[src/rtl/pattern_pkg.sv]
// rtl/pattern_pkg.sv - frame constants, error codes and FSM encoding for pattern_cmd_ctrl
package pattern_pkg;

    localparam logic [7:0] SYNC_BYTE  = 8'hA5;

    localparam logic [7:0] CMD_WRITE  = 8'h01;
    localparam logic [7:0] CMD_SETLEN = 8'h02;
    localparam logic [7:0] CMD_RUN    = 8'h03;
    localparam logic [7:0] CMD_STOP   = 8'h04;

    localparam logic [1:0] ERR_CHK    = 2'd1;
    localparam logic [1:0] ERR_TMO    = 2'd2;
    localparam logic [1:0] ERR_CMD    = 2'd3;

    typedef enum logic [2:0] {
        ST_IDLE,
        ST_CMD,
        ST_ADDR,
        ST_DATA,
        ST_LEN,
        ST_CHK,
        ST_EXEC
    } state_t;

endpackage

[src/rtl/frame_timeout.sv]
// rtl/frame_timeout.sv - inter-byte watchdog: reloads on strobe or when disabled, expires at zero
module frame_timeout #(
    parameter int unsigned TIMEOUT_CYC = 1000000
) (
    input  logic clk,
    input  logic rst,
    input  logic strobe,
    input  logic en,
    output logic expire
);

    localparam int unsigned CW = (TIMEOUT_CYC > 1) ? $clog2(TIMEOUT_CYC) : 1;
    localparam logic [CW-1:0] LOAD = CW'(TIMEOUT_CYC - 1);

    logic [CW-1:0] cnt;

    always_ff @(posedge clk) begin
        if (rst || strobe || !en) begin
            cnt <= LOAD;
        end else if (cnt != '0) begin
            cnt <= cnt - CW'(1);
        end
    end

    // A byte arriving in the expiry cycle takes priority over the timeout.
    assign expire = en && !strobe && (cnt == '0);

endmodule

[src/rtl/pattern_cmd_ctrl.sv]
// rtl/pattern_cmd_ctrl.sv - parses checksummed UART command frames and drives the pattern generator
module pattern_cmd_ctrl
    import pattern_pkg::*;
#(
    parameter int unsigned WORD_W      = 16,
    parameter int unsigned ADDR_W      = 8,
    parameter int unsigned TIMEOUT_CYC = 1000000
) (
    input  logic              c_rx,
    input  logic              rst,
    input  logic              rx_flag,
    input  logic [7:0]        rx_byte,
    output logic              wr_en,
    output logic [ADDR_W-1:0] wr_addr,
    output logic [WORD_W-1:0] wr_data,
    output logic [ADDR_W-1:0] pat_len,
    output logic              run,
    output logic              ack,
    output logic              err,
    output logic [1:0]        err_code,
    output logic              busy
);

    localparam int unsigned NB = WORD_W / 8;
    localparam int unsigned BW = (NB > 1) ? $clog2(NB) : 1;
    localparam logic [BW-1:0] LAST_BYTE = BW'(NB - 1);

    state_t            state;
    logic [7:0]        cmd_q;
    logic [7:0]        chk_q;
    logic [ADDR_W-1:0] addr_q;
    logic [ADDR_W-1:0] len_q;
    logic [WORD_W-1:0] data_q;
    logic [BW-1:0]     byte_cnt;
    logic              tmo_en;
    logic              tmo_expire;

    assign tmo_en = (state != ST_IDLE) && (state != ST_EXEC);
    assign busy   = (state != ST_IDLE);

    frame_timeout #(
        .TIMEOUT_CYC(TIMEOUT_CYC)
    ) u_timeout (
        .clk    (c_rx),
        .rst    (rst),
        .strobe (rx_flag),
        .en     (tmo_en),
        .expire (tmo_expire)
    );

    always_ff @(posedge c_rx) begin
        if (rst) begin
            state    <= ST_IDLE;
            cmd_q    <= '0;
            chk_q    <= '0;
            addr_q   <= '0;
            len_q    <= '0;
            data_q   <= '0;
            byte_cnt <= '0;
            wr_en    <= 1'b0;
            wr_addr  <= '0;
            wr_data  <= '0;
            pat_len  <= '0;
            run      <= 1'b0;
            ack      <= 1'b0;
            err      <= 1'b0;
            err_code <= '0;
        end else begin
            wr_en <= 1'b0;
            ack   <= 1'b0;
            err   <= 1'b0;

            case (state)
                ST_IDLE: begin
                    if (rx_flag && rx_byte == SYNC_BYTE) begin
                        state <= ST_CMD;
                        chk_q <= '0;
                    end
                end

                ST_CMD: begin
                    if (rx_flag) begin
                        cmd_q <= rx_byte;
                        chk_q <= rx_byte;
                        case (rx_byte)
                            CMD_WRITE:         state <= ST_ADDR;
                            CMD_SETLEN:        state <= ST_LEN;
                            CMD_RUN, CMD_STOP: state <= ST_CHK;
                            default: begin
                                state    <= ST_IDLE;
                                err      <= 1'b1;
                                err_code <= ERR_CMD;
                            end
                        endcase
                    end
                end

                ST_ADDR: begin
                    if (rx_flag) begin
                        addr_q   <= rx_byte[ADDR_W-1:0];
                        chk_q    <= chk_q ^ rx_byte;
                        byte_cnt <= '0;
                        state    <= ST_DATA;
                    end
                end

                ST_DATA: begin
                    if (rx_flag) begin
                        // MS byte arrives first, so shift left and append.
                        data_q   <= WORD_W'({data_q, rx_byte});
                        chk_q    <= chk_q ^ rx_byte;
                        byte_cnt <= byte_cnt + BW'(1);
                        if (byte_cnt == LAST_BYTE) begin
                            state <= ST_CHK;
                        end
                    end
                end

                ST_LEN: begin
                    if (rx_flag) begin
                        len_q <= rx_byte[ADDR_W-1:0];
                        chk_q <= chk_q ^ rx_byte;
                        state <= ST_CHK;
                    end
                end

                ST_CHK: begin
                    if (rx_flag) begin
                        if (rx_byte != chk_q) begin
                            state    <= ST_IDLE;
                            err      <= 1'b1;
                            err_code <= ERR_CHK;
                        end else begin
                            // Actions are registered here so they are visible during EXEC.
                            state <= ST_EXEC;
                            case (cmd_q)
                                CMD_WRITE: begin
                                    if (run) begin
                                        err      <= 1'b1;
                                        err_code <= ERR_CMD;
                                    end else begin
                                        wr_en   <= 1'b1;
                                        wr_addr <= addr_q;
                                        wr_data <= data_q;
                                        ack     <= 1'b1;
                                    end
                                end
                                CMD_SETLEN: begin
                                    if (run) begin
                                        err      <= 1'b1;
                                        err_code <= ERR_CMD;
                                    end else begin
                                        pat_len <= len_q;
                                        ack     <= 1'b1;
                                    end
                                end
                                CMD_RUN: begin
                                    run <= 1'b1;
                                    ack <= 1'b1;
                                end
                                default: begin
                                    run <= 1'b0;
                                    ack <= 1'b1;
                                end
                            endcase
                        end
                    end
                end

                ST_EXEC: state <= ST_IDLE;

                default: state <= ST_IDLE;
            endcase

            if (tmo_expire) begin
                state    <= ST_IDLE;
                err      <= 1'b1;
                err_code <= ERR_TMO;
            end
        end
    end

endmodule

[config.mk]
export PLATFORM = sky130hd
export DESIGN_NAME = pattern_cmd_ctrl
export DESIGN_NICKNAME = d
export VERILOG_FILES = /design/src/rtl/pattern_pkg.sv /design/src/rtl/frame_timeout.sv /design/src/rtl/pattern_cmd_ctrl.sv
export SDC_FILE = /design/constraint.sdc
export NUM_CORES = 1
export LEC_CHECK = 0
export CELL_PAD_IN_SITES_DETAIL_PLACEMENT = 1
export CELL_PAD_IN_SITES_GLOBAL_PLACEMENT = 1
export CORE_MARGIN = 3
export CORE_UTILIZATION = 37
export DETAILED_ROUTE_END_ITERATION = 10
export PLACE_DENSITY_LB_ADDON = 0.1
export SYNTH_ARGS = -nofsm -noshare
export SYNTH_HDL_FRONTEND = slang
export SYNTH_SLANG_ARGS = --single-unit
[constraint.sdc]
create_clock -name c_rx -period 1.91 [get_ports c_rx]
set_clock_uncertainty 0.2 [all_clocks]
set_input_delay 0.2865 -clock c_rx [delete_from_list [all_inputs] [get_ports c_rx]]
set_output_delay 0.2865 -clock c_rx [all_outputs]
set_load 0.02 [all_outputs]
==> report_table.html, run 1 <==
<table>
<tr><th>Metric</th><th>Value</th></tr>
<tr><th colspan="2">Setup path</th></tr>
<tr><td>Slowest stage cell, crit path</td><td>or4_4</td></tr>
<tr><td>Crit path max fanout</td><td>3</td></tr>
<tr><td>FF-to-FF path depth</td><td>5</td></tr>
<tr><td>CP max stage delay</td><td>~0.57 ns</td></tr>
<tr><td>Crit Reg-Reg Startpoint</td><td>u_timeout.cnt[4]$_SDFFE_PP1N_</td></tr>
<tr><td>Flop-to-flop setup slack</td><td>-0.29 ns</td></tr>
<tr><td>Crit. End Element</td><td>register</td></tr>
<tr><td>Kind of critical path</td><td>register to register</td></tr>
<tr><td>Data arrival time of the critical path</td><td>2.30 ns</td></tr>
<tr><td>Series of cell instances along the critical path</td><td>or4_4, nor4b_4, nand2_1, or4b_1, nand3_1</td></tr>
<tr><td>Crit path launch type</td><td>register</td></tr>
<tr><td>Worst setup startpoint</td><td>u_timeout.cnt[4]$_SDFFE_PP1N_</td></tr>
<tr><td>Critical register-to-register path endpoint</td><td>u_timeout.cnt[17]$_SDFFE_PP1N_</td></tr>
<tr><td>Critical path data required time</td><td>2.01 ns</td></tr>
<tr><td>Critical Path End</td><td>u_timeout.cnt[17]$_SDFFE_PP1N_</td></tr>
<tr><th colspan="2">Logic synthesis</th></tr>
<tr><td>Combinational family with the most area after synthesis</td><td>simple AND/OR/NAND/NOR gates</td></tr>
<tr><td>Syn_area_per_cell</td><td>8.37 um^2</td></tr>
<tr><td>Number of cells produced by synthesis</td><td>between 500 and 600</td></tr>
<tr><td>Simple logic cell fraction of the synthesized area</td><td>0.248</td></tr>
<tr><td>Mapped cell area</td><td>around 4700 um^2</td></tr>
<tr><td>Cell types occupying the most area after synthesis</td><td>dfxtp_1 (47%), nand2_1 (8.2%), mux2i_1 (7.2%), a21oi_1 (6.4%), nor2_1 (5.1%)</td></tr>
<tr><td>Share of the synthesized netlist area taken by xor and xnor gates</td><td>0.0446</td></tr>
<tr><td>Mux contribution to synthesized area</td><td>0.0722</td></tr>
<tr><td>Yosys reg bits</td><td>110</td></tr>
<tr><td>Cell taking the most area after synthesis</td><td>dfxtp_1</td></tr>
<tr><td>Number of distinct standard cells referenced by the synthesized netlist</td><td>between 50 and 60</td></tr>
<tr><td>Net count after synthesis</td><td>~580</td></tr>
<tr><td>Portion of the post-synthesis area used by sequential elements</td><td>0.467</td></tr>
<tr><td>Adder-cell share of the synthesized area</td><td>0.00265</td></tr>
<tr><td>Area fraction of the dominant cell type after synthesis</td><td>0.467</td></tr>
<tr><td>Warning count from the yosys run</td><td>0</td></tr>
<tr><td>Post-synthesis compound-gate area fraction</td><td>0.125</td></tr>
<tr><th colspan="2">Clock tree</th></tr>
<tr><td>Hold buffer count at CTS</td><td>0</td></tr>
<tr><td>Library cell used as clock root buffer</td><td>clkbuf_16</td></tr>
<tr><td>Clock latency on the worst-skew pair</td><td>0.36 ns</td></tr>
<tr><td>Buffer depth of the longest clock path</td><td>2</td></tr>
<tr><td>Clock-pin slew on the worst setup and hold paths</td><td>~0.07 ns</td></tr>
<tr><td>Clock tree from TritonCTS</td><td>yes</td></tr>
<tr><td>Total CTS buffers</td><td>9</td></tr>
<tr><td>Maximum level of the CTS H-tree</td><td>3</td></tr>
<tr><td>Clk sinks</td><td>110</td></tr>
<tr><th colspan="2">Route</th></tr>
<tr><td>Routed length on met2</td><td>~8000 um</td></tr>
<tr><td>Length of the first detailed-routing pass in iterations</td><td>4</td></tr>
<tr><td>Routed metal-1 wirelength</td><td>about 6000 um</td></tr>
<tr><td>Amount of wire on met3 after detailed routing</td><td>~340 um</td></tr>
<tr><td>Drt first-iter violations</td><td>224</td></tr>
<tr><td>Via density per instance</td><td>5.13</td></tr>
<tr><td>Routed Wire Length</td><td>14,700 um</td></tr>
<tr><td>Highest Signal Layer</td><td>met4</td></tr>
<tr><td>Wire length per cell after detailed routing</td><td>~17 um</td></tr>
<tr><td>Drc violations</td><td>0</td></tr>
<tr><td>Post-detailed-route count of antenna-violating nets</td><td>0</td></tr>
<tr><td>Vias after detailed routing</td><td>approximately 4,400</td></tr>
<tr><th colspan="2">Power</th></tr>
<tr><td>Power density over the cells</td><td>approximately 860 nW/um^2</td></tr>
<tr><td>Static Leakage</td><td>~2.7 nW</td></tr>
<tr><td>Switching pwr</td><td>~1.8 mW</td></tr>
<tr><td>Proportion of power drawn by the clock network</td><td>0.344</td></tr>
<tr><td>Net switching fraction of the power</td><td>0.307</td></tr>
<tr><td>Cell internal power dissipation</td><td>approximately 4 mW</td></tr>
<tr><td>Combinational share of power</td><td>0.229</td></tr>
<tr><td>Peak supply drop</td><td>about 580 uV</td></tr>
<tr><td>Reg power frac</td><td>0.427</td></tr>
<tr><th colspan="2">STA</th></tr>
<tr><td>Slew of the pin with the lowest slew margin</td><td>0.467 ns</td></tr>
<tr><td>TNS Setup</td><td>-11.95 ns</td></tr>
<tr><td>RSZ-0062 raised after global routing</td><td>true</td></tr>
<tr><td>Count of endpoints failing setup in the final report</td><td>59</td></tr>
<tr><td>Worst slew slack as a fraction of its limit</td><td>0.689</td></tr>
<tr><td>Time the worst path needs with I/O delays and setup</td><td>approximately 2.2 ns</td></tr>
<tr><td>Highest attainable clock frequency</td><td>455 MHz</td></tr>
<tr><td>Final worst slack</td><td>-0.290 ns</td></tr>
<tr><td>Share of the clock period used by the worst path after layout</td><td>1.15</td></tr>
<tr><td>Final Max Slew Viols</td><td>0</td></tr>
<tr><td>Count of endpoints failing hold in the final timing report</td><td>0</td></tr>
<tr><th colspan="2">Place</th></tr>
<tr><td>Quantity of I/O buffers inserted on ports</td><td>49</td></tr>
<tr><td>Placement-stage cell area</td><td>slightly below 6000 um^2</td></tr>
<tr><td>Global placement routability congestion</td><td>between 0.7 and 0.8</td></tr>
<tr><td>Detailed placement HPWL</td><td>10000 um</td></tr>
<tr><th colspan="2">Floorplanning</th></tr>
<tr><td>Boundary Pins</td><td>50</td></tr>
<tr><td>Core Rows</td><td>40</td></tr>
<tr><td>Starting Density</td><td>0.386</td></tr>
<tr><td>Core Box Area</td><td>12,200 um^2</td></tr>
<tr><td>Vert. Die Dim</td><td>119 um</td></tr>
<tr><td>Chip width</td><td>about 120 um</td></tr>
<tr><td>Full die area</td><td>14,100 um^2</td></tr>
<tr><th colspan="2">Layout</th></tr>
<tr><td>Net count, final</td><td>between 600 and 700</td></tr>
<tr><td>Final Cell Area</td><td>between 6000 and 7000 um^2</td></tr>
<tr><td>Layout cells sized above 1</td><td>0.246</td></tr>
<tr><td>Fill cell total of the finished layout</td><td>between 1,000 and 1,500</td></tr>
<tr><td>Final cell utilization of the core</td><td>0.554</td></tr>
<tr><td>Inserted Diodes</td><td>0</td></tr>
<tr><td>Layout area overhead</td><td>43.5%</td></tr>
<tr><th colspan="2">Min path</th></tr>
<tr><td>Type of the worst min-delay path</td><td>input pin to register</td></tr>
<tr><td>Hold Crit Depth</td><td>4</td></tr>
<tr><th colspan="2">Run status</th></tr>
<tr><td>Violations in the final reports</td><td>negative setup slack</td></tr>
<tr><td>Run status</td><td>finished with violations</td></tr>
<tr><th colspan="2">Global routing</th></tr>
<tr><td>GR Overflow Total</td><td>0</td></tr>
<tr><td>Maximum number of pins on one net before global-route repair</td><td>67</td></tr>
<tr><td>Antenna violations before repair</td><td>0</td></tr>
<tr><td>Global-route wire length before repair</td><td>between 20,000 and 25,000 um</td></tr>
<tr><td>GRT Overall Usage</td><td>0.211</td></tr>
<tr><td>Via count of the first global-routing pass</td><td>4,708</td></tr>
<tr><th colspan="2">Run</th></tr>
<tr><td>Max Cap Violations</td><td>0</td></tr>
</table>
state kept, by name, indices dropped and copies added (netlist names):
name           flops
pat_len            8
err_code           2
byte_cnt           1
run                1
state              3
cmd_q              8
wr_en              1
ack                1
err                1
addr_q             8
data_q            16
wr_data           16
chk_q              8
wr_addr            8
len_q              8
u_timeout.cnt     20
per-layer routing:
layer	global-route usage	vias up
li1	-	2152
met1	0.234	2157
met2	0.393	54
met3	0.0437	26
met4	0.0818	0
met5	0	-
layout by cell type (no fill, tap or decap), drive strengths merged, types with 3 or more instances in the layout:
cell           instances
xnor2                 10
o21ai                 26
or3                    4
mux2i                 34
dfxtp                110
clkdlybuf4s50         39
nand3                 20
buf                   94
nor4                   5
nor2b                  4
nand2                103
a21oi                 60
xor2                  14
inv                   14
clkbuf                 9
o211ai                 5
dlygate4sd2            7
nor3                  10
and3                   3
nor2                  64
nand2b                 5
nor3b                  4
nand4                  3
synth_stat cells, drive strengths merged:
cell type and instances:
nor3 10, a21o 2, nor4 5, a311o 1
clkbuf 28, ha 1, dfxtp 110, nand4b 2
and3 3, and2 2, o31ai 1, inv 11
or3 4, buf 6, o221a 2, nand2 103
or4b 1, and4bb 1, and3b 2, and4b 2
or2 2, xnor2 10, a21oi 60, o32a 1
mux2i 34, nor2 64, or4 2, nand4 3
o41ai 1, nand3b 1, o211ai 5, and4 1
nor2b 4, a2111oi 1, nor3b 4, o311a 1
o21ai 26, nand4bb 1, nand3 20, a31oi 2
a211oi 2, xor2 14, nor4b 2, nand2b 5
logic make-up after synthesis:
| group | after synthesis |
|---|---|
| AO/OA/AOI/OAI | 105 |
| XOR/XNOR | 24 |
| adder cells (fa/ha/maj) | 1 |
| buffers and inverters | 45 |
| flip-flops | 110 |
| multiplexers | 34 |
| AND/OR/NAND/NOR | 244 |
what timing repair did:
| action | in CTS | in global routing |
|---|---|---|
| gates cloned | 2 | 0 |
| pin swaps | 31 | 28 |
| gates resized for setup | 57 | 42 |
| setup buffers | 11 | 3 |
| setup endpoints to repair | 70 | 79 |
worst min path at each step:
stage / startpoint / endpoint / slack [ns]
6_report: rst / state[0]$_SDFFE_PP0P_ / 0.17
5_1_grt: rst / state[2]$_SDFFE_PP0P_ / 0.18
4_1_cts: rst / state[0]$_SDFFE_PP0P_ / 0.14
3_5_place_dp: cmd_q[7]$_SDFFE_PP0P_ / cmd_q[7]$_SDFFE_PP0P_ / 0.24
3_3_place_gp: cmd_q[5]$_SDFFE_PP0P_ / cmd_q[5]$_SDFFE_PP0P_ / 0.24
2_1_floorplan: cmd_q[4]$_SDFFE_PP0P_ / cmd_q[4]$_SDFFE_PP0P_ / 0.23
stage by stage:
stage / power, mW / hold slack [ns] / std cells / setup WS, ns
after floorplan: 3.11 / 0.231 / 563 / -0.127
after CTS: 5.81 / 0.139 / 853 / -0.287
after detailed placement: 3.67 / 0.245 / 824 / -0.656
after global placement: 3.61 / 0.238 / 824 / -0.568
final: 5.81 / 0.166 / 855 / -0.290
after global routing: 6.08 / 0.181 / 855 / -0.374
power by group through the flow:
| stage | logic (mW) | registers, mW | clock network [mW] |
|---|---|---|---|
| 6_report | 1.33 | 2.48 | 2.00 |
| 5_1_grt | 1.46 | 2.49 | 2.13 |
| 4_1_cts | 1.29 | 2.47 | 2.04 |
| 3_5_place_dp | 1.15 | 2.52 | 0 |
| 3_3_place_gp | 1.10 | 2.51 | 0 |
| 2_1_floorplan | 0.614 | 2.50 | 0 |
critical path, delay by kind of cell, from the launching register on:
family,cells,cell delay [ns]
flops,1,0.33
simple gates,5,1.62
area by class of cell:
type / count / area, um^2 / area share
multi-input cells: 408 / 2670 / 0.395
clock buffers: 9 / 225 / 0.0333
flip-flops and latches: 110 / 2210 / 0.327
repair buffers: 142 / 1320 / 0.195
well taps: 168 / 210 / 0.0311
inverters: 11 / 41.3 / 0.00610
clock inverters: 7 / 91.3 / 0.0135
Power figures use the tool's default switching activity.
==> inputs of run 2 (changes only) <==
--- a/config.mk
+++ b/config.mk
@@ -7,6 +7,7 @@
 export LEC_CHECK = 0
 export CELL_PAD_IN_SITES_DETAIL_PLACEMENT = 1
 export CELL_PAD_IN_SITES_GLOBAL_PLACEMENT = 1
+export CORE_ASPECT_RATIO = 1.25
 export CORE_MARGIN = 3
 export CORE_UTILIZATION = 37
 export DETAILED_ROUTE_END_ITERATION = 10
==> run 2 against run 1 <==
  * The run still ends with negative setup slack left
  * Count of clock-buffer cells in the layout is the same
  * Cell count fell by 2.0%
  * Sequential share of layout area rose by 1.7 points
  * Global-route usage fell by 2.2 points
  * Flip-flop and latch count did not move
  * Critical path depth up 1
  * Sequential power about the same
  * Register-to-register slack better by 0.05 ns
  * Fmax rose by 2.2%
  * Non-clock buffer count fell by 13
==> report_table.html, run 2 (synthesis results as in run 1) <==
<table>
<tr><th>Metric</th><th>Value</th></tr>
<tr><th colspan="2">Run status</th></tr>
<tr><td>Run status</td><td>finished with violations</td></tr>
<tr><td>Violations in the final reports</td><td>negative setup slack</td></tr>
<tr><th colspan="2">Layout</th></tr>
<tr><td>Layout cells sized above 1</td><td>0.206 (-0.0398)</td></tr>
<tr><td>Largest regs</td><td>u_timeout.cnt x20, data_q x16, wr_data x16</td></tr>
<tr><td>Top reg by flops</td><td>u_timeout.cnt</td></tr>
<tr><td>Largest register FFs</td><td>20 (unchanged)</td></tr>
<tr><td>Net count, final</td><td>681 (-1.9%)</td></tr>
<tr><td>Most common library cell in the layout ignoring fill and taps</td><td>dfxtp_1</td></tr>
<tr><td>Fill cell total of the finished layout</td><td>1,474 (+2.6%)</td></tr>
<tr><td>Final cell utilization of the core</td><td>0.524 (-0.0302)</td></tr>
<tr><td>Inserted Diodes</td><td>0 (unchanged)</td></tr>
<tr><td>Most frequent cells in the layout</td><td>dfxtp_1 (104), nand2_1 (99), buf_4 (73), nor2_1 (63), a21oi_1 (58)</td></tr>
<tr><td>Layout area overhead</td><td>36.4%</td></tr>
<tr><th colspan="2">STA</th></tr>
<tr><td>Share of the clock period used by the worst path after layout</td><td>1.13 (-0.0242)</td></tr>
<tr><td>Time the worst path needs with I/O delays and setup</td><td>2.15 ns (-0.0463 ns)</td></tr>
<tr><td>Count of endpoints failing hold in the final timing report</td><td>0 (unchanged)</td></tr>
<tr><td>Highest attainable clock frequency</td><td>464 MHz (+2.2%)</td></tr>
<tr><td>Final worst slack</td><td>-0.244 ns (+0.0463 ns)</td></tr>
<tr><td>Final Max Slew Viols</td><td>0 (unchanged)</td></tr>
<tr><td>Final hold slack</td><td>0.209 ns (+0.0422 ns)</td></tr>
<tr><td>Slew of the pin with the lowest slew margin</td><td>0.412 ns (-0.0551 ns)</td></tr>
<tr><td>RSZ-0062 raised after global routing</td><td>true</td></tr>
<tr><td>Worst slew slack as a fraction of its limit</td><td>0.723 (+0.0342)</td></tr>
<tr><td>Count of endpoints failing setup in the final report</td><td>58 (-1.7%)</td></tr>
<tr><th colspan="2">Route</th></tr>
<tr><td>Drt first-iter violations</td><td>118 (-47%)</td></tr>
<tr><td>Drc violations</td><td>0 (unchanged)</td></tr>
<tr><td>Routed Wire Length</td><td>13,300 um (-9.3%)</td></tr>
<tr><td>Post-detailed-route count of antenna-violating nets</td><td>0 (unchanged)</td></tr>
<tr><td>Vias after detailed routing</td><td>4,265 (-2.8%)</td></tr>
<tr><td>Via density per instance</td><td>5.09 (-0.85%)</td></tr>
<tr><td>Length of the first detailed-routing pass in iterations</td><td>4 (unchanged)</td></tr>
<tr><td>Wire length per cell after detailed routing</td><td>15.9 um (-7.4%)</td></tr>
<tr><th colspan="2">Place</th></tr>
<tr><td>Global placement routability congestion</td><td>0.882 (+15%)</td></tr>
<tr><td>Detailed placement HPWL</td><td>9340 um (-6.5%)</td></tr>
<tr><td>Quantity of I/O buffers inserted on ports</td><td>49 (unchanged)</td></tr>
<tr><th colspan="2">Clock tree</th></tr>
<tr><td>Total CTS buffers</td><td>9 (unchanged)</td></tr>
<tr><td>Clk sinks</td><td>110 (unchanged)</td></tr>
<tr><td>Clock-pin slew on the worst setup and hold paths</td><td>0.08 ns (about the same)</td></tr>
<tr><td>Library cell used as clock root buffer</td><td>clkbuf_16</td></tr>
<tr><td>Maximum level of the CTS H-tree</td><td>3 (unchanged)</td></tr>
<tr><td>Buffer depth of the longest clock path</td><td>2 (unchanged)</td></tr>
<tr><td>Clock tree from TritonCTS</td><td>yes</td></tr>
<tr><td>Clock latency on the worst-skew pair</td><td>0.35 ns (about the same)</td></tr>
<tr><th colspan="2">Floorplanning</th></tr>
<tr><td>Chip width</td><td>107 um (-10%)</td></tr>
<tr><td>Vert. Die Dim</td><td>132 um (+11%)</td></tr>
<tr><td>Core Rows</td><td>45 (+13%)</td></tr>
<tr><td>Boundary Pins</td><td>50 (unchanged)</td></tr>
<tr><td>Full die area</td><td>14,100 um^2 (about the same)</td></tr>
<tr><td>Starting Density</td><td>0.384 (-0.00197)</td></tr>
<tr><td>Core Box Area</td><td>12,300 um^2 (+0.51%)</td></tr>
<tr><th colspan="2">Power</th></tr>
<tr><td>Static Leakage</td><td>2.61 nW (-4.0%)</td></tr>
<tr><td>Power density over the cells</td><td>878 nW/um^2 (+2.3%)</td></tr>
<tr><td>Peak supply drop</td><td>516 uV (-11%)</td></tr>
<tr><th colspan="2">Min path</th></tr>
<tr><td>Type of the worst min-delay path</td><td>input pin to register</td></tr>
<tr><th colspan="2">Setup path</th></tr>
<tr><td>Data arrival time of the critical path</td><td>2.20 ns (-0.10 ns)</td></tr>
<tr><td>Critical path data required time</td><td>1.96 ns (-0.05 ns)</td></tr>
<tr><td>Kind of critical path</td><td>register to register</td></tr>
<tr><td>Crit path launch type</td><td>register</td></tr>
<tr><td>Crit path max fanout</td><td>7 (+4)</td></tr>
<tr><td>Crit. End Element</td><td>register</td></tr>
<tr><td>Flop-to-flop setup slack</td><td>-0.24 ns (+0.05 ns)</td></tr>
<tr><th colspan="2">Global routing</th></tr>
<tr><td>GR Overflow Total</td><td>0 (unchanged)</td></tr>
<tr><td>Global-route wire length before repair</td><td>21,700 um (-9.8%)</td></tr>
<tr><td>Maximum number of pins on one net before global-route repair</td><td>77 (+15%)</td></tr>
<tr><td>GRT Overall Usage</td><td>0.189 (-0.0216)</td></tr>
<tr><td>Antenna violations before repair</td><td>0 (unchanged)</td></tr>
<tr><td>Via count of the first global-routing pass</td><td>4,373 (-7.1%)</td></tr>
<tr><th colspan="2">Run</th></tr>
<tr><td>Max Cap Violations</td><td>0 (unchanged)</td></tr>
</table>
-- run 2: cell types whose count changed in the layout (fill, tap and decap cells not counted), moves of 3 or more --
cell,change
buf_6,-9
a21oi_1,+4
nand3_1,+4
nand3_2,-3
nor3_4,-3
xnor2_1,+3
xnor2_2,-3
-- run 2: cell type report --
| cell class | count | area (um^2) | share of cell area |
|---|---|---|---|
| Inverter | 11 | 41.3 | 0.00642 |
| Clock buffer | 9 | 225 | 0.0350 |
| Sequential cell | 110 | 2210 | 0.344 |
| Clock inverter | 7 | 82.6 | 0.0128 |
| Tap cell | 164 | 205 | 0.0319 |
| Timing Repair Buffer | 129 | 1140 | 0.177 |
| Multi-Input combinational cell | 408 | 2530 | 0.393 |
-- run 2: critical path, cell delays in order (launching register included) --
cell     delay (ns)
dfxtp_2        0.32
or4_4          0.55
nor4b_4        0.32
buf_4          0.23
nand3_1        0.19
nand2_2        0.17
nor3_1         0.07
-- run 2: final timing paths --
check | from | to | cells past startpoint
max | u_timeout.cnt[3]$_SDFFE_PP1N_ | state[1]$_SDFFE_PP0P_ | 6
min | rx_byte[0] | chk_q[0]$_SDFFE_PP0P_ | 4
max reg2reg | u_timeout.cnt[3]$_SDFFE_PP1N_ | state[1]$_SDFFE_PP0P_ | 6
min reg2reg | cmd_q[6]$_SDFFE_PP0P_ | cmd_q[6]$_SDFFE_PP0P_ | 2
-- run 2: per-stage QoR --
stage / area, um^2 / worst slack [ns] / instances / total power, mW / setup TNS [ns]
after floorplan: 4750 / -0.127 / 563 / 3.11 / -3.28
after global placement: 5850 / -0.483 / 815 / 3.56 / -26.79
after detailed placement: 5850 / -0.601 / 815 / 3.60 / -30.47
after CTS: 6330 / -0.227 / 834 / 5.65 / -7.05
after global routing: 6430 / -0.331 / 838 / 5.93 / -12.20
final: 6430 / -0.244 / 838 / 5.64 / -6.88
-- run 2: metal layers --
metal	GRT usage	part of all wire
met4	0.0725	0.018
met1	0.234	0.44
met2	0.333	0.52
met3	0.0235	0.020
met5	0	0
-- run 2: what timing repair did --
| action | 4_1_cts | 5_1_grt |
|---|---|---|
| pin swaps | 11 | 6 |
| gates cloned | 0 | 1 |
| hold buffers | 0 | 0 |
| endpoints found under the setup margin | 69 | 84 |
| setup buffers | 4 | 3 |
| resized for setup | 36 | 21 |
-- run 2: report_power, final --
group / total [mW] / leakage (nW) / internal, mW / switching, mW
Sequential: 2.47 / 0.889 / 2.39 / 0.0864
Clock: 1.94 / 0.144 / 1.04 / 0.904
Combinational: 1.23 / 1.58 / 0.539 / 0.691
Total: 5.64 / 2.61 / 3.96 / 1.68
==> RTL edit 1 (config.mk and constraints of run 1) <==
The 7 states of `state_t` get a one-hot encoding in 7 bits.
--- a/src/rtl/pattern_pkg.sv
+++ b/src/rtl/pattern_pkg.sv
@@ -12,14 +12,14 @@
     localparam logic [1:0] ERR_TMO    = 2'd2;
     localparam logic [1:0] ERR_CMD    = 2'd3;
 
-    typedef enum logic [2:0] {
-        ST_IDLE,
-        ST_CMD,
-        ST_ADDR,
-        ST_DATA,
-        ST_LEN,
-        ST_CHK,
-        ST_EXEC
+    typedef enum logic [6:0] {
+        ST_IDLE = 7'b0000001,
+        ST_CMD  = 7'b0000010,
+        ST_ADDR = 7'b0000100,
+        ST_DATA = 7'b0001000,
+        ST_LEN  = 7'b0010000,
+        ST_CHK  = 7'b0100000,
+        ST_EXEC = 7'b1000000
     } state_t;
 
 endpackage
Function: no difference found for any inputs over 4 cycles, from zero or initial values and one cycle with rst high; so few cycles prove little.
==> RTL edit 1 against run 1 <==
The run still ends with setup timing left; sequential cell count grew 4; sequential share of layout area is 5.2 points lower; power rose by 18%; clock power is 68% higher; synthesized cell count is 3.7% higher; area after synthesis increased by 14%; setup slack got worse by 86 ps; utilization is 4.2 points higher; design area is 24% higher; first-iteration DRC count fell by 17%; routed wire length grew 19%; count of clock-buffer cells in the layout up 10; non-clock buffer count is 34 higher.
==> RTL edit 1: results (changes against run 1) <==
| Metric | Value |
|---|---|
| CTS Buf Count | 17 (+8) |
| Routed wl met3 | 503 um (+48%) |
| Via count | 4824 (+9.9%) |
| Violation count after the first detailed-route iteration | 186 (-17%) |
| Nets | 750 (+8.1%) |
| Critical path's slowest cell | dfxtp_4 |
| Skew-Pair Late Insertion Delay | 420 ps (+60 ps) |
| Area of the multi-input gates | 3500 um^2 (+31%) |
| Avg Inst Size Synth | 9.180 um^2 (+9.7%) |
| Core Area | 14040 um^2 (+15%) |
| RePlAce Congestion | 0.8268 (+7.6%) |
| Sw Ratio | 25.86% (-4.8 points) |
| Largest Pwr Group | the clock network |
| Fillers | 1496 (+4.2%) |
| Least-Margin Pin Slew | 375.5 ps (-91.68 ps) |
| Sequential Power | 2.43 mW (-2%) |
| Worst Reg2Reg Path Length in Cells | 8 (+3) |
| First-pass GRT wire length | 27.41 mm (+14%) |
| H-tree Lvls | 4 (+1) |
| CP peak stage delay | 360 ps (-210 ps) |
| Nonclk buf count | 176 (+24%) |
| Setup crit end | wr_addr[1] |
| Commonest cells in the netlist | dfxtp_1, mux2i_1, nand2b_1 |
| Post-place setup slack | -681.0 ps (-25.08 ps) |
| P_leak | 3.393 nW (+25%) |
| M1 wire length | 7.516 mm (+27%) |
| Metal2 WL | 9.151 mm (+14%) |
| Inverters | 12 (+1) |
| Status | finished, violations left |
| Layout cell share with drive strength beyond 1 | 36.22% (+12 points) |
| DP Area | 6731 um^2 (+14%) |
| Failing checks | setup timing |
| Yosys cell types | 48 (-9.4%) |
| Setup TNS | -16900 ps (-4953 ps) |
| HPWL after DPL | 10.61 mm (+6.1%) |
| Critical Path Start | chk_q[3] |
| Final setup viols | 71 (+20%) |
| GRT Util Overall | 21.52% (+0.42 points) |
| Multi-input gates | 417 (+2.2%) |
| Clock power frac | 49.0% (+15 points) |
| Seq area share | 27.48% (-5.2 points) |
| Post-synthesis sequential area ratio | 42.57% (-4.2 points) |
| Global-route track usage on met3 | 3.916% (-0.45 points) |
| Min Hold Slack | 36.56 ps (-129.9 ps) |
| #FFs+latches synth | 114 (+3.6%) |
| Routed WL | 17.51 mm (+19%) |
| Critical Path AT | 2410 ps (+110 ps) |
| Clkbuf count | 19 (+10) |
| Setup WS post-layout | -375.5 ps (-85.50 ps) |
| Storage cell area | 2301 um^2 (+4.1%) |
| Hold-critical path endpoint | err |
| Via density per instance | 5.182 (+0.94%) |
## RTL edit 1: cell types whose count changed after synthesis, sizes merged, moves of 11 or more
| cell | delta |
|---|---|
| nand2 | -86 |
| nand2b | +64 |
| mux2i | +41 |
| a21oi | -35 |
| o211ai | +13 |
| o21ai | -12 |
| nor3 | +11 |
## RTL edit 1: logic make-up (layout without fill, tap and decap cells)
logic type | count (synthesis) | in the layout | share of synthesized area, %
and+or+nand+nor | 230 | 230 | 24.04
DFF | 114 | 114 | 42.57
AOI/OAI and AO/OA | 84 | 84 | 10.29
muxes | 75 | 75 | 14.00
buffers and inverters | 53 | 220 | 4.457
xor gates and xnor gates | 27 | 27 | 4.411
adders and majority gates | 1 | 1 | 0.2333
## RTL edit 1: repair_timing
action | 4_1_cts | 5_1_grt
gates cloned | 4 | 1
pin swaps | 44 | 36
resized for setup | 95 | 80
buffers inserted | 24 | 12
setup endpoints to repair | 100 | 116
==> RTL edit 2 (flow settings as in run 1) <==
Made on the original files. Set the parameter `WORD_W` to 32 (it was 16).
--- a/src/rtl/pattern_cmd_ctrl.sv
+++ b/src/rtl/pattern_cmd_ctrl.sv
@@ -2,7 +2,7 @@
 module pattern_cmd_ctrl
     import pattern_pkg::*;
 #(
-    parameter int unsigned WORD_W      = 16,
+    parameter int unsigned WORD_W      = 32,
     parameter int unsigned ADDR_W      = 8,
     parameter int unsigned TIMEOUT_CYC = 1000000
 ) (
Ports: changed (resized wr_data); port bits go from 50 to 66. The function was not compared with the original's and may differ.
==> RTL edit 2 against run 1 <==
The flow still finishes with violations (setup timing); sequential cell count is 33 higher; count of clock-buffer cells in the layout grew 10; non-clock buffer count increased by 61; area after synthesis up 23%; design area rose by 41%; setup slack worse by 460 ps; routed wire length up 65%; critical path type unchanged; critical endpoint is now u_timeout.cnt[19].
Power is not compared: it rests on default switching activity, and its combinational part moved more than twofold at a synthesized area within 25%.
==> RTL edit 2: results (changes against run 1) <==
| Metric | Value |
|---|---|
| GRT Util Overall | 24.41% (+3.3 points) |
| Via count | 6195 (+41%) |
| Min Hold Slack | 127.1 ps (-39.38 ps) |
| Status | finished, violations left |
| Post-synthesis compound-gate area fraction | 14.92% (+2.4 points) |
| Number of buffers added on ports | 65 (+33%) |
| Final setup viols | 74 (+25%) |
| Largest registers | data_q (32), wr_data (32), u_timeout.cnt (20) |
| Nets | 924 (+33%) |
| Setup WS post-layout | -746.2 ps (-456.2 ps) |
| Avg Inst Size Synth | 7.820 um^2 (-6.6%) |
| Violation count after the first detailed-route iteration | 418 (+87%) |
| Synth Area in Adders | 0.4324% (+0.17 points) |
| Cell area after layout | 9562 um^2 (+41%) |
| Non-Filler Instances | 1134 (+33%) |
| Skew-Pair Late Insertion Delay | 430 ps (+70 ps) |
| Clkbuf count | 19 (+10) |
| HPWL after DPL | 12.35 mm (+24%) |
| Worst Path Max Fanout | 2 (-1) |
| Seq_cells | 143 (+30%) |
| H-tree Lvls | 4 (+1) |
| Nonclk buf count | 203 (+43%) |
| Critical Path AT | 2770 ps (+470 ps) |
| DP Area | 7368 um^2 (+25%) |
| Area delta synth->final | 65.23% |
| Area of the multi-input gates | 3636 um^2 (+36%) |
| First-pass GRT wire length | 32.75 mm (+36%) |
| M1 wire length | 9.807 mm (+66%) |
| Post-synthesis xor/xnor area fraction | 3.330% (-1.1 points) |
| Largest net degree at the start of global routing | 115 (+72%) |
| Commonest cells in the netlist | nand2_1, dfxtp_1, a21oi_1 |
| Multi-input gates | 539 (+32%) |
| CTS Buf Count | 17 (+8) |
| RePlAce Congestion | 0.8487 (+10%) |
| Inverters | 7 (-4) |
| Routed wl met3 | 918 um (+170%) |
| CP peak stage delay | 540 ps (-30 ps) |
| Largest cells by area after synthesis | dfxtp_1, nand2_1, a21oi_1, clkbuf_1, o21ai_0 |
| Layout non-clock buf frac | 22.47% (+3.0 points) |
| Hold-critical path endpoint | len_q[4] |
| Yosys cell types | 44 (-17%) |
| Failing checks | setup timing |
[RTL edit 2: cell types whose count changed in the layout (fill, tap and decap cells not counted), moves of 22 or more]
| cell | delta |
|---|---|
| nand2_1 | +40 |
| mux2i_1 | -23 |
| dlymetal6s2s_1 | +38 |
| buf_4 | +28 |
| dfxtp_1 | +28 |
| nand2_4 | +41 |
| a21oi_2 | +37 |
| nor2_1 | -29 |
| a21oi_1 | +22 |
| nand2_2 | +29 |
[RTL edit 2: what timing repair did]
item | 4_1_cts | 5_1_grt
hold buffers | 1 | 0
buffers inserted | 13 | 21
resized for setup | 114 | 203
endpoints found under the setup margin | 88 | 142
endpoints found under the hold margin | 5 | 0
cloned | 9 | 8
pin swaps | 56 | 78
[RTL edit 2: routing by layer]
metal	vias to the layer above	GRT usage (%)
met5	-	0
met4	0	8.590
met3	62	4.781
li1	2860	-
met2	166	43.46
met1	3107	29.19
